<file path="config.mk">
export PLATFORM = sky130hd
export DESIGN_NAME = button_irq_ctrl
export DESIGN_NICKNAME = d
export VERILOG_FILES = /design/src/rtl/button_irq_ctrl.sv
export SDC_FILE = /design/constraint.sdc
export NUM_CORES = 1
export LEC_CHECK = 0
export ABC_AREA = 1
export CAP_MARGIN = 20
export CORE_ASPECT_RATIO = 1.25
export CORE_MARGIN = 4
export CORE_UTILIZATION = 45
export CTS_CLUSTER_DIAMETER = 200
export DETAILED_ROUTE_END_ITERATION = 6
export DONT_BUFFER_PORTS = 1
export PLACE_DENSITY = 0.67
export RECOVER_POWER = 50
export SLEW_MARGIN = 15
export SYNTH_ARGS = -nofsm -noshare
export SYNTH_HDL_FRONTEND = slang
export SYNTH_SLANG_ARGS = --single-unit
</file>
<file path="constraint.sdc">
create_clock -name clk -period 5.3 [get_ports clk]
set_input_delay 1.06 -clock clk [delete_from_list [all_inputs] [get_ports clk]]
set_output_delay 1.06 -clock clk [all_outputs]
set_load 0.005 [all_outputs]
</file>
<file path="src/rtl/button_irq_ctrl.sv">
// button_irq_ctrl
//   Memory-mapped controller for NUM_BTN push-buttons on the CPU peripheral bus.
//   Each raw button input is brought into the clk domain by a 2-flop
//   synchroniser, then debounced: a new level is accepted only after it has
//   been held for DB_LIMIT consecutive cycles. Every debounced press
//   (0->1 edge) sets a sticky event bit that software clears by writing 1.
//   A registered, maskable interrupt is raised while any enabled event is pending.
//
//   Register map (byte addresses, 32-bit words):
//     BASE_ADDR+0  LEVEL  RO   debounced button levels
//     BASE_ADDR+4  EVENT  W1C  sticky press events
//     BASE_ADDR+8  MASK   RW   interrupt enables
//   Unmapped addresses read 0 and ignore writes; bits 31:NUM_BTN read 0.
//
// Ports
//   clk     in   1        system clock, rising edge
//   rst     in   1        asynchronous reset, active-high
//   addr    in   32       bus byte address
//   we      in   1        bus write strobe, sampled on rising clk edge
//   wdata   in   32       bus write data
//   button  in   NUM_BTN  raw asynchronous button inputs, 1 = pressed
//   rdata   out  32       bus read data, combinational from addr
//   irq     out  1        interrupt request, level, registered
module button_irq_ctrl #(
    parameter int          NUM_BTN   = 5,
    parameter int          DB_LIMIT  = 1_000_000,
    parameter int          DB_W      = 20,
    parameter logic [31:0] BASE_ADDR = 32'hFFFF_F078
) (
    input  logic               clk,
    input  logic               rst,
    input  logic [31:0]        addr,
    input  logic               we,
    input  logic [31:0]        wdata,
    input  logic [NUM_BTN-1:0] button,
    output logic [31:0]        rdata,
    output logic               irq
);

    localparam logic [31:0]     LEVEL_ADDR = BASE_ADDR;
    localparam logic [31:0]     EVENT_ADDR = BASE_ADDR + 32'd4;
    localparam logic [31:0]     MASK_ADDR  = BASE_ADDR + 32'd8;
    localparam logic [DB_W-1:0] CNT_LAST   = DB_W'(DB_LIMIT - 1);
    localparam logic [DB_W-1:0] CNT_ONE    = DB_W'(1);

    logic [NUM_BTN-1:0] sync_p0;
    logic [NUM_BTN-1:0] sync_p1;
    logic [NUM_BTN-1:0] level;
    logic [NUM_BTN-1:0] level_next;
    logic [NUM_BTN-1:0] evt;
    logic [NUM_BTN-1:0] evt_next;
    logic [NUM_BTN-1:0] mask;
    logic [NUM_BTN-1:0] mask_next;
    logic [NUM_BTN-1:0] press;
    logic [NUM_BTN-1:0] w1c;
    logic [DB_W-1:0]    cnt      [NUM_BTN];
    logic [DB_W-1:0]    cnt_next [NUM_BTN];

    // Only wdata[NUM_BTN-1:0] is architecturally meaningful.
    logic unused_wdata;
    assign unused_wdata = ^wdata;

    // Debounce: count consecutive cycles the synchronised input disagrees with
    // the accepted level; any agreement restarts the count from zero.
    always_comb begin
        for (int i = 0; i < NUM_BTN; i++) begin
            level_next[i] = level[i];
            cnt_next[i]   = '0;
            if (sync_p1[i] != level[i]) begin
                if (cnt[i] == CNT_LAST) begin
                    level_next[i] = sync_p1[i];
                end else begin
                    cnt_next[i] = cnt[i] + CNT_ONE;
                end
            end
        end
    end

    // A press landing in the same cycle as a W1C of that bit keeps the event set.
    assign press     = level_next & ~level;
    assign w1c       = (we && (addr == EVENT_ADDR)) ? wdata[NUM_BTN-1:0] : '0;
    assign evt_next  = (evt & ~w1c) | press;
    assign mask_next = (we && (addr == MASK_ADDR)) ? wdata[NUM_BTN-1:0] : mask;

    always_ff @(posedge clk or posedge rst) begin
        if (rst) begin
            sync_p0 <= '0;
            sync_p1 <= '0;
            level   <= '0;
            evt     <= '0;
            mask    <= '0;
            irq     <= 1'b0;
            for (int i = 0; i < NUM_BTN; i++) begin
                cnt[i] <= '0;
            end
        end else begin
            // stage p0 -> p1: two-flop synchroniser
            sync_p0 <= button;
            sync_p1 <= sync_p0;
            // debounced level, events, mask and irq update together
            level   <= level_next;
            evt     <= evt_next;
            mask    <= mask_next;
            irq     <= |(evt_next & mask_next);
            for (int i = 0; i < NUM_BTN; i++) begin
                cnt[i] <= cnt_next[i];
            end
        end
    end

    always_comb begin
        rdata = '0;
        case (addr)
            LEVEL_ADDR: rdata[NUM_BTN-1:0] = level;
            EVENT_ADDR: rdata[NUM_BTN-1:0] = evt;
            MASK_ADDR:  rdata[NUM_BTN-1:0] = mask;
            default:    rdata = '0;
        endcase
    end

endmodule
</file>
==> summary.md, run 1 <==
| Metric | Value |
|---|---|
| Post-DP HPWL | `9.75 mm` |
| Largest net degree at the start of global routing | `87` |
| CP max stage cell | `inv_1` |
| Die width | `119 µm` |
| Post-DP Area | `0.00709 mm²` |
| Antenna diodes | `0` |
| Post-CTS Setup Inserts | `0` |
| Peak VDD IR | `0.207 mV` |
| Num CTS Buffers | `17` |
| Buffers on Ports | `0` |
| Vias/cell | `4.97` |
| Routed WL | `13.4 mm` |
| Setup slack, reg-to-reg | `3.18 ns` |
| Ys flop type | `dfrtp_1` |
| Power per cell area | `296 mW/mm²` |
| CTS Buffer Depth | `2` |
| Leakage Power | `3.36 nW` |
| CTS H-tree depth | `4` |
| Antenna viol nets, final | `0` |
| Status | `complete, but fails checks` |
| Reg-to-reg startpoint | `cnt[20]` |
| # nets final | `909` |
| Post-synthesis cell area | `0.00695 mm²` |
| Critical Path Fanout Max | `86` |
| Top Family by Delay on Critical Path | `buffers and inverters` |
| DR pass1 iterations | `5` |
| Hold path start | `sync_p0[4]` |
| Yosys warning count | `0` |
| Mean Syn Cell Area | `8.50 µm²` |
| Layout cells sized above 1 | `12.4%` |
| Reg area | `0.00315 mm²` |
| Sequential element share of the synthesized area | `45.3%` |
| Synth area leader | `dfrtp_1` |
| DR WL/cell | `12.8 µm` |
| Mapped Cells | `818` |
| Ys async rst share | `100%` |
| Final Skew | `0.00785 ns` |
| Die span in y | `147 µm` |
| Fmax | `286 MHz` |
| CP Class | `input port to asynchronous set/reset pin` |
| Worst rel slew slack | `-108%` |
| Clock latency reported for the late side of the worst-skew pair | `0.42 ns` |
| Dominant cell by count in the synthesized netlist | `nand2_1` |
| CTS Root Cell | `clkbuf_16` |
| Tot Pwr | `2.24 mW` |
| Area grow syn2layout | `8.96%` |
| Hold endpoint | `sync_p1[4]` |
| Fill count | `1426` |
| CTS tree | `done` |
| DR vias | `5223` |
| RSZ-0062 raised after global routing | `false` |
| Antenna violations before repair | `0` |
| Gr usage total | `16.2%` |
| #FFs+latches synth | `126` |
| Failing checks | `capacitance limit, slew limit` |
| Final Hold Fails | `0` |
| Post-CTS Resized | `0` |
| R2r worst-path depth | `7` |
| Yosys cell types | `51` |
| CP required | `5.82 ns` |
| Total grt overflow | `0` |
| Initial DRC count | `411` |
| Measured slew at the worst slew-check pin | `3.12 ns` |
| Global-route wire length before repair | `23.1 mm` |
| IO Count | `105` |
| Clock transition at path regs | `0.05 ns` |
| Synth top cells by count | `nand2_1, dfrtp_1, nor2_1` |
| Starting Density | `46.1%` |
| # rows | `50` |
| Core ar. | `0.0151 mm²` |
| CP arrival | `4.02 ns` |
| Area of the multi-input gates | `0.00314 mm²` |
| Total die area | `0.0175 mm²` |
| Post-layout min period | `3.49 ns` |
| Clk sinks | `126` |
| EDFF count, synth | `0` |
| Max stage delay on crit path | `2.18 ns` |
| Worst reg2reg path endpoint | `cnt[38]` |
| Residual DRC | `0` |
| Top cells by area, synth | `dfrtp_1, nand2_1, nor2_1` |
| Hold Crit Class | `register to register` |
| Via count of the first global-routing pass | `5065` |
| Part of the cycle the worst path needs | `65.9%` |
| GP Congestion | `0.857` |
| CP Capture Type | `asynchronous set/reset pin` |
| Maxcap violations | `1` |
| Critical Path Source Type | `input port` |
| Bufs and invs on worst path | `2` |
| Crit-path cells | `inv_1 -> buf_4` |
| Hold bufs inserted after CTS | `0` |
| Hold depth | `0` |
| Share of the synthesized area in the top cell type | `45.3%` |
| Slew Limit Fails | `87` |
| Setup-failing EPs final | `0` |
| Setup tns final | `0 ns` |
| Design area | `0.00758 mm²` |
==> registers in the layout, summed over array words and instances (netlist names) <==
signal / count
sync_p0: 5
mask: 5
level: 5
irq: 1
cnt: 100
evt: 5
sync_p1: 5
==> cell families (layout without fill, tap and decap cells) <==
logic type | count (synthesis) | count (layout) | share of synthesized area, %
AO/OA/AOI/OAI | 84 | 84 | 7.25
XOR/XNOR | 32 | 32 | 4.03
adder cells (fa/ha/maj) | 5 | 5 | 0.900
buffers and inverters | 141 | 139 | 9.25
flip-flops | 126 | 126 | 45.3
multiplexers | 2 | 2 | 0.324
other | 1 | 27 | 0.0539
AND/OR/NAND/NOR | 427 | 427 | 32.9
==> layout by cell type, fill, tap and decap left out, types with 4 or more instances in the layout <==
master and count:
xnor2_1 10, nor2_4 6, a21oi_1 35, nand4_1 27, clkbuf_16 17, nor3_1 32, inv_1 98, clkbuf_8 5
xor2_1 22, nand3_2 5, ha_1 5, dfrtp_1 126, nor2_1 112, o21ai_1 6, nor3_2 8, nand4_2 5
nor2_2 12, nand3_4 5, a31oi_1 9, conb_1 27, nand2_2 5, o21ai_0 14, nor4_1 4, nand2_1 152
o211ai_1 5, inv_2 9, nand3_1 37
==> cell type report <==
cell class / instances / share of cell area, %
timing repair buffer: 1 / 0.0991
sequential: 126 / 41.6
tap: 208 / 3.43
inverter: 109 / 5.43
clock buffer: 23 / 6.57
clock inverter: 6 / 1.42
multi-input combinational: 577 / 41.4
==> metal layers <==
layer  track usage [%]  part of all wire (%)  wire length (µm)
met5                 0                     0                 0
met4              7.42                   2.9               392
met3              4.58                   5.4               723
met2              25.1                    46              6220
met1              21.0                    45              6060
==> how the worst max path moves through the flow <==
stage	endpoint	slack, ns	depth (start not counted)	start
3_5_place_dp	rdata[3]	1.81	6	addr[21]
5_1_grt	cnt[83]	1.01	2	rst
4_1_cts	rdata[3]	1.82	6	addr[21]
3_3_place_gp	rdata[3]	1.83	6	addr[25]
6_report	cnt[86]	1.81	2	rst
2_1_floorplan	cnt[0]	0.88	1	rst
==> per-stage QoR <==
step / std cells / util, % / hold slack (ns) / setup WS (ns)
2_1_floorplan: 844 / - / 0.331 / 0.884
3_3_place_gp: 1021 / 47.0 / 0.332 / 1.83
3_5_place_dp: 1021 / 47.0 / 0.337 / 1.81
4_1_cts: 1050 / 51.1 / 0.345 / 1.82
5_1_grt: 1050 / 50.3 / 0.358 / 1.01
6_report: 1050 / 50.3 / 0.343 / 1.81
==> where the power goes <==
part / internal, mW / leakage [nW] / switching (mW)
clock: 0.791 / 0.297 / 0.394
combinational: 0.0170 / 1.37 / 0.0518
sequential: 0.976 / 1.69 / 0.0102
total: 1.78 / 3.36 / 0.456
Power figures use the tool's default switching activity.
==> inputs of run 2 (changes only) <==
--- a/config.mk
+++ b/config.mk
@@ -13,7 +13,7 @@
 export CTS_CLUSTER_DIAMETER = 200
 export DETAILED_ROUTE_END_ITERATION = 6
 export DONT_BUFFER_PORTS = 1
-export PLACE_DENSITY = 0.67
+export PLACE_DENSITY = 0.69
 export RECOVER_POWER = 50
 export SLEW_MARGIN = 15
 export SYNTH_ARGS = -nofsm -noshare
==> constraint.sdc (replaced) <==
create_clock -name clk -period 2.8 [get_ports clk]
set_input_delay 0.56 -clock clk [delete_from_list [all_inputs] [get_ports clk]]
set_output_delay 0.56 -clock clk [all_outputs]
set_load 0.005 [all_outputs]
==> run 2 against run 1 <==
Effect of this change:
- the run still ends with capacitance limit, slew limit left
- sequential power increased by 89%
- clock skew shrank 0.0012 ns
- sequential share of layout area down 0.45 points
- hold slack worse by 0.17 ns
- wire length increased by 3.2%
- first-iteration DRC count is 24% lower
- die area unchanged
- worst setup slack worse by 1.3 ns
- critical path type is now input port to output port
- largest cell class is now multi-input combinational cells
==> summary.md, run 2 (same netlist as run 1, synthesis figures left out) <==
| Metric | Value |
|---|---|
| Final Skew | `0.00660 ns (-0.00125 ns)` |
| DR vias | `5273 (+0.96%)` |
| # nets final | `912 (+0.33%)` |
| Fmax | `430 MHz` |
| Dpl cells | `1024 (+0.29%)` |
| Power per cell area | `532 mW/mm² (+80%)` |
| Initial DRC count | `314 (-24%)` |
| Antenna diodes | `0 (unchanged)` |
| Pint | `3.22 mW (+80%)` |
| CP Capture Type | `output port` |
| Area grow syn2layout | `10.1%` |
| Total grt overflow | `0 (unchanged)` |
| Fill count | `1410 (-1.1%)` |
| Residual DRC | `0 (unchanged)` |
| Antenna violations before repair | `0 (unchanged)` |
| Layout cells sized above 1 | `14.6% (+2.2 points)` |
| Setup slack, reg-to-reg | `0.87 ns (-2.31 ns)` |
| Clk sinks | `126 (unchanged)` |
| Max reg flops | `100 (unchanged)` |
| Most frequent cells in the layout | `nand2_1, dfrtp_1, nor2_1` |
| Worst rel slew slack | `-37.9% (+70 points)` |
| Via count of the first global-routing pass | `5143 (+1.5%)` |
| Peak VDD IR | `0.327 mV (+58%)` |
| DR WL/cell | `13.1 µm (+2.9%)` |
| Status | `complete, but fails checks` |
| CP required | `2.24 ns (-3.58 ns)` |
| Clock latency reported for the late side of the worst-skew pair | `0.42 ns (about the same)` |
| Post-CTS Resized | `0 (unchanged)` |
| Leakage Power | `3.39 nW (+1.0%)` |
| Failing checks | `capacitance limit, slew limit` |
| Global-route wire length before repair | `23.8 mm (+3.0%)` |
| DR pass1 iterations | `5 (unchanged)` |
| Gr usage total | `16.7% (+0.48 points)` |
| Die span in y | `147 µm (unchanged)` |
| CTS Buffer Depth | `2 (unchanged)` |
| Setup tns final | `0 ns (unchanged)` |
| Num CTS Buffers | `17 (unchanged)` |
| Minimum hold slack | `0.170 ns (-0.173 ns)` |
| Buffers on Ports | `0 (unchanged)` |
| Clock power share | `50.9% (-2.0 points)` |
| Starting Density | `46.1% (unchanged)` |
| Largest net degree at the start of global routing | `97 (+11%)` |
| Clock transition at path regs | `0.05 ns (about the same)` |
| Routed WL | `13.8 mm (+3.2%)` |
| Die width | `119 µm (unchanged)` |
| Slew Limit Fails | `128 (+47%)` |
| Post-layout min period | `2.32 ns` |
| # rows | `50 (unchanged)` |
| Setup WS post-layout | `0.476 ns (-1.33 ns)` |
| Psw | `0.863 mW (+89%)` |
| Sequential share of power | `45.8% (+1.8 points)` |
| CTS H-tree depth | `4 (unchanged)` |
| CP Class | `input port to output port` |
| CTS Root Cell | `clkbuf_16` |
| Final Hold Fails | `0 (unchanged)` |
| Post-Layout Cell Count | `1053 (+0.29%)` |
| Hold Crit Class | `input port to register` |
| Comb pwr share | `3.3% (+0.2 points)` |
| Critical Path Source Type | `input port` |
| Antenna viol nets, final | `0 (unchanged)` |
| Vias/cell | `5.01 (+0.67%)` |
| CP arrival | `1.76 ns (-2.26 ns)` |
| CTS tree | `done` |
| Measured slew at the worst slew-check pin | `2.07 ns (-1.05 ns)` |
| Most common cell after layout, fill and taps aside | `nand2_1` |
| Setup-failing EPs final | `0 (unchanged)` |
| IO Count | `105 (unchanged)` |
| Total die area | `0.0175 mm² (unchanged)` |
| GP Congestion | `0.817 (-4.7%)` |
| Dpl ws | `0.453 ns (-1.35 ns)` |
| Part of the cycle the worst path needs | `83.0%` |
| Hold bufs inserted after CTS | `0 (unchanged)` |
| Post-DP HPWL | `10.2 mm (+4.5%)` |
| RSZ-0062 raised after global routing | `false` |
| Critical Path Fanout Max | `5 (-94%)` |
| Largest Register | `cnt` |
| Sw Share | `21.2% (+0.81 points)` |
| Maxcap violations | `2 (+1)` |
| Core ar. | `0.0151 mm² (unchanged)` |
| Post-CTS Setup Inserts | `0 (unchanged)` |
[run 2: changes by cell type in the layout (fill, tap and decap cells not counted), moves of 4 or more]
cell / change
nand3_2: +4
nor2_1: -8
nor2_4: +5
nand3_1: -5
[run 2: final timing paths]
| check | to | start | depth (start not counted) |
|---|---|---|---|
| max | rdata[3] | addr[11] | 5 |
| min | sync_p0[4] | button[4] | 0 |
| max reg2reg | cnt[38] | cnt[26] | 7 |
| min reg2reg | sync_p1[2] | sync_p0[2] | 0 |
| max in group asynchronous | cnt[9] | rst | 2 |
| min in group asynchronous | cnt[59] | rst | 2 |
[run 2: metrics by stage]
stage	power (mW)	util, %	instance area, µm²
after floorplan	2.03	-	7060
after global routing	4.24	50.8	7660
after global placement	2.04	47.3	7130
after detailed placement	2.04	47.3	7130
after CTS	4.13	50.9	7680
final	4.08	50.8	7660
[run 2: worst max-delay path, cell delays in order]
cell,delay [ns]
nor2_1,0.17
nand3_4,0.15
nor4_2,0.56
nand2_1,0.10
o211ai_1,0.22
[run 2: cell type report]
class | count | area [µm²] | area share, %
Timing Repair Buffer | 4 | 23.8 | 0.310
Multi-Input combinational cell | 577 | 3260 | 42.5
Clock inverter | 7 | 90.1 | 1.18
Sequential cell | 126 | 3150 | 41.2
Clock buffer | 22 | 464 | 6.06
Inverter | 109 | 413 | 5.39
Tap cell | 208 | 260 | 3.40
[run 2: power groups by stage]
| stage | Clock (mW) | Combinational, mW | Sequential [mW] |
|---|---|---|---|
| after global routing | 2.21 | 0.161 | 1.87 |
| after detailed placement | 0 | 0.143 | 1.90 |
| final | 2.08 | 0.135 | 1.87 |
| after CTS | 2.12 | 0.143 | 1.87 |
| after floorplan | 0 | 0.140 | 1.89 |
| after global placement | 0 | 0.140 | 1.90 |
[run 2: metal layers]
| layer | routed length, µm | GRT usage, % | vias up |
|---|---|---|---|
| met4 | 268 | 6.78 | 0 |
| met5 | 0 | 0 | - |
| met1 | 6000 | 20.1 | 2491 |
| met3 | 603 | 3.85 | 20 |
| met2 | 6960 | 28.7 | 110 |
| li1 | - | - | 2652 |
==> inputs of run 3 (changes only) <==
==> constraint.sdc (replaced) <==
create_clock -name clk -period 2 [get_ports clk]
set_input_delay 0.4 -clock clk [delete_from_list [all_inputs] [get_ports clk]]
set_output_delay 0.4 -clock clk [all_outputs]
set_load 0.005 [all_outputs]
==> run 3 against run 2 <==
Effect of this change:
- the flow now finishes without violations
- clock power increased by 38%
- via count increased by 0.99%
- cell count increased by 2.0%
- first-iteration DRC count increased by 33%
- die area unchanged
- core utilization increased by 0.94 points
- register-to-register slack got worse by 0.61 ns
- sequential cell count unchanged
- clock skew about the same
- hold slack got worse by 0.037 ns
- cell area increased by 1.8%
- critical endpoint is now rdata[0]
==> summary.md, run 3 (same netlist as run 1, synthesis figures left out) <==
| Metric | Value |
|---|---|
| CTS tree | `done` |
| Num CTS Buffers | `17 (unchanged)` |
| Sequential share of power | `45.8% (about the same)` |
| Hold Crit Class | `input port to register` |
| Largest Register | `cnt` |
| Post-layout min period | `1.92 ns` |
| Fmax | `520 MHz` |
| Fill count | `1368 (-3.0%)` |
| Total grt overflow | `0 (unchanged)` |
| Vias/cell | `4.96 (-0.99%)` |
| GP Congestion | `0.864 (+5.8%)` |
| Via count of the first global-routing pass | `5211 (+1.3%)` |
| CTS Buffer Depth | `2 (unchanged)` |
| Clock power share | `50.6% (-0.3 points)` |
| Max stage delay on crit path | `0.27 ns (-0.29 ns)` |
| Routed WL | `13.7 mm (-1.1%)` |
| # rows | `50 (unchanged)` |
| Cell count along the critical path | `7 (+2)` |
| CP Class | `input port to output port` |
| Critical Path Fanout Max | `4 (-1)` |
| Total die area | `0.0175 mm² (unchanged)` |
| Antenna violations before repair | `0 (unchanged)` |
| Max reg flops | `100 (unchanged)` |
| CTS H-tree depth | `4 (unchanged)` |
| Post-Layout Cell Count | `1074 (+2.0%)` |
| Hold path start | `wdata[4]` |
| Measured slew at the worst slew-check pin | `0.654 ns (-1.41 ns)` |
| Clock latency reported for the late side of the worst-skew pair | `0.42 ns (about the same)` |
| CP arrival | `1.52 ns (-0.24 ns)` |
| CP max stage cell | `nor4_4` |
| CP Capture Type | `output port` |
| Initial DRC count | `417 (+33%)` |
| CTS Root Cell | `clkbuf_16` |
| Reg area | `0.00315 mm² (unchanged)` |
| Critical Path Source Type | `input port` |
| Maxcap violations | `0 (-2)` |
| Part of the cycle the worst path needs | `96.2%` |
| Leakage Power | `3.51 nW (+3.5%)` |
| Die span in y | `147 µm (unchanged)` |
| Post-DP HPWL | `9.94 mm (-2.5%)` |
| Gr usage total | `16.5% (-0.12 points)` |
| Clock transition at path regs | `0.05 ns (about the same)` |
| Global-route wire length before repair | `23.7 mm (-0.50%)` |
| Pint | `4.46 mW (+39%)` |
| Area grow syn2layout | `12.2%` |
| Area of the multi-input gates | `0.00323 mm² (-0.81%)` |
| Antenna diodes | `0 (unchanged)` |
| Status | `completed` |
| Power per cell area | `731 mW/mm² (+37%)` |
| Starting Density | `46.1% (unchanged)` |
| Die width | `119 µm (unchanged)` |
| Layout cells sized above 1 | `15.7% (+1.1 points)` |
| Reg-to-reg startpoint | `cnt[20]` |
| Dpl cells | `1037 (+1.3%)` |
| Bufs and invs on worst path | `2 (+2)` |
| Core ar. | `0.0151 mm² (unchanged)` |
| Residual DRC | `0 (unchanged)` |
| Clk sinks | `126 (unchanged)` |
| Peak VDD IR | `0.520 mV (+59%)` |
| Setup slack, reg-to-reg | `0.26 ns (-0.61 ns)` |
| R2r worst-path depth | `8 (+1)` |
| Buffers on Ports | `0 (unchanged)` |
| IO Count | `105 (unchanged)` |
| Crit-path most repeated cell | `buf_4` |
| Most frequent cells in the layout | `nand2_1, dfrtp_1, nor2_1` |
| DR vias | `5325 (+0.99%)` |
| Crit-path cells | `nor2_1 -> nand3_4 -> nor4_4 -> buf_4 -> nand2_1 -> o211ai_1 -> buf_4` |
| Hold depth | `2 (+2)` |
| Worst reg2reg path endpoint | `cnt[36]` |
| Final Skew | `0.00699 ns (+0.000389 ns)` |
| CP required | `1.60 ns (-0.64 ns)` |
| Post-layout util | `51.7% (+0.94 points)` |
| DR WL/cell | `12.7 µm (-3.1%)` |
| Top Family by Delay on Critical Path | `simple AND/OR/NAND/NOR gates` |
| Setup-failing EPs final | `0 (unchanged)` |
| Slew Limit Fails | `0 (-100%)` |
| Most common cell after layout, fill and taps aside | `nand2_1` |
| Final Hold Fails | `0 (unchanged)` |
| Worst rel slew slack | `56.4% (+94 points)` |
| Tot Pwr | `5.70 mW (+40%)` |
| Hold endpoint | `mask[4]` |
| Antenna viol nets, final | `0 (unchanged)` |
| Psw | `1.24 mW (+44%)` |
| Sw Share | `21.7% (+0.58 points)` |
| DR pass1 iterations | `4 (-1)` |
| # nets final | `932 (+2.2%)` |
| Comb pwr share | `3.6% (+0.3 points)` |
| Largest net degree at the start of global routing | `72 (-26%)` |
run 3: cell count changes in the layout (fill, tap and decap cells not counted), moves of 4 or more:
cell,previous run,this run
buf_4,2,13
nand3_1,32,38
nand3_2,9,5
dlygate4sd3_1,0,6
nand2_1,151,146
nand2_2,6,11
run 3: how the worst max path moves through the flow:
stage                          end  startpoint  slack [ns]
after CTS                 rdata[1]    addr[25]        0.08
after global placement    rdata[0]    addr[21]        0.08
after floorplan             cnt[0]         rst        0.05
after global routing      rdata[1]    addr[11]       -0.02
after detailed placement  rdata[0]     addr[7]        0.08
final                     rdata[0]    addr[11]        0.08
run 3: final cells by class:
cell class              instances  share of cell area, %
flip-flops and latches        126                   40.4
inverters                     109                   5.29
clock buffers                  24                   6.30
clock inverters                 6                  0.770
well taps                     208                   3.34
repair buffers                 24                   2.49
multi-input cells             577                   41.4
run 3: power groups by stage:
stage	Clock, mW	Sequential (mW)	Combinational, mW
floorplan	0	2.65	0.196
global placement	0	2.66	0.204
detailed placement	0	2.66	0.206
CTS	2.95	2.61	0.219
global route	3.07	2.62	0.245
finish	2.88	2.61	0.207
run 3: stage by stage:
| stage | hold slack [ns] | instance area, µm² | setup slack, ns | setup TNS, ns |
|---|---|---|---|---|
| after global routing | 0.131 | 7800 | -0.0201 | -0.0380 |
| after global placement | 0.264 | 7220 | 0.0777 | 0 |
| after CTS | 0.115 | 7840 | 0.0775 | 0 |
| after detailed placement | 0.268 | 7220 | 0.0848 | 0 |
| after floorplan | 0.331 | 7060 | 0.0467 | 0 |
| final | 0.133 | 7800 | 0.0758 | 0 |
run 3: timing repair:
action / in CTS / in global routing
setup buffers: 0 / 1
resized for setup: 0 / 9
setup endpoints to repair: 0 / 2
hold buffers: 6 / 0
hold endpoints to repair: 17 / 0
run 3: metal layers:
layer  track usage, %  part of all wire, %  up-vias
met5                0                    0        -
li1                 -                    -     2698
met1             20.5                   45     2481
met4             8.00                  2.6        0
met2             26.8                   47      122
met3             4.39                  5.1       24
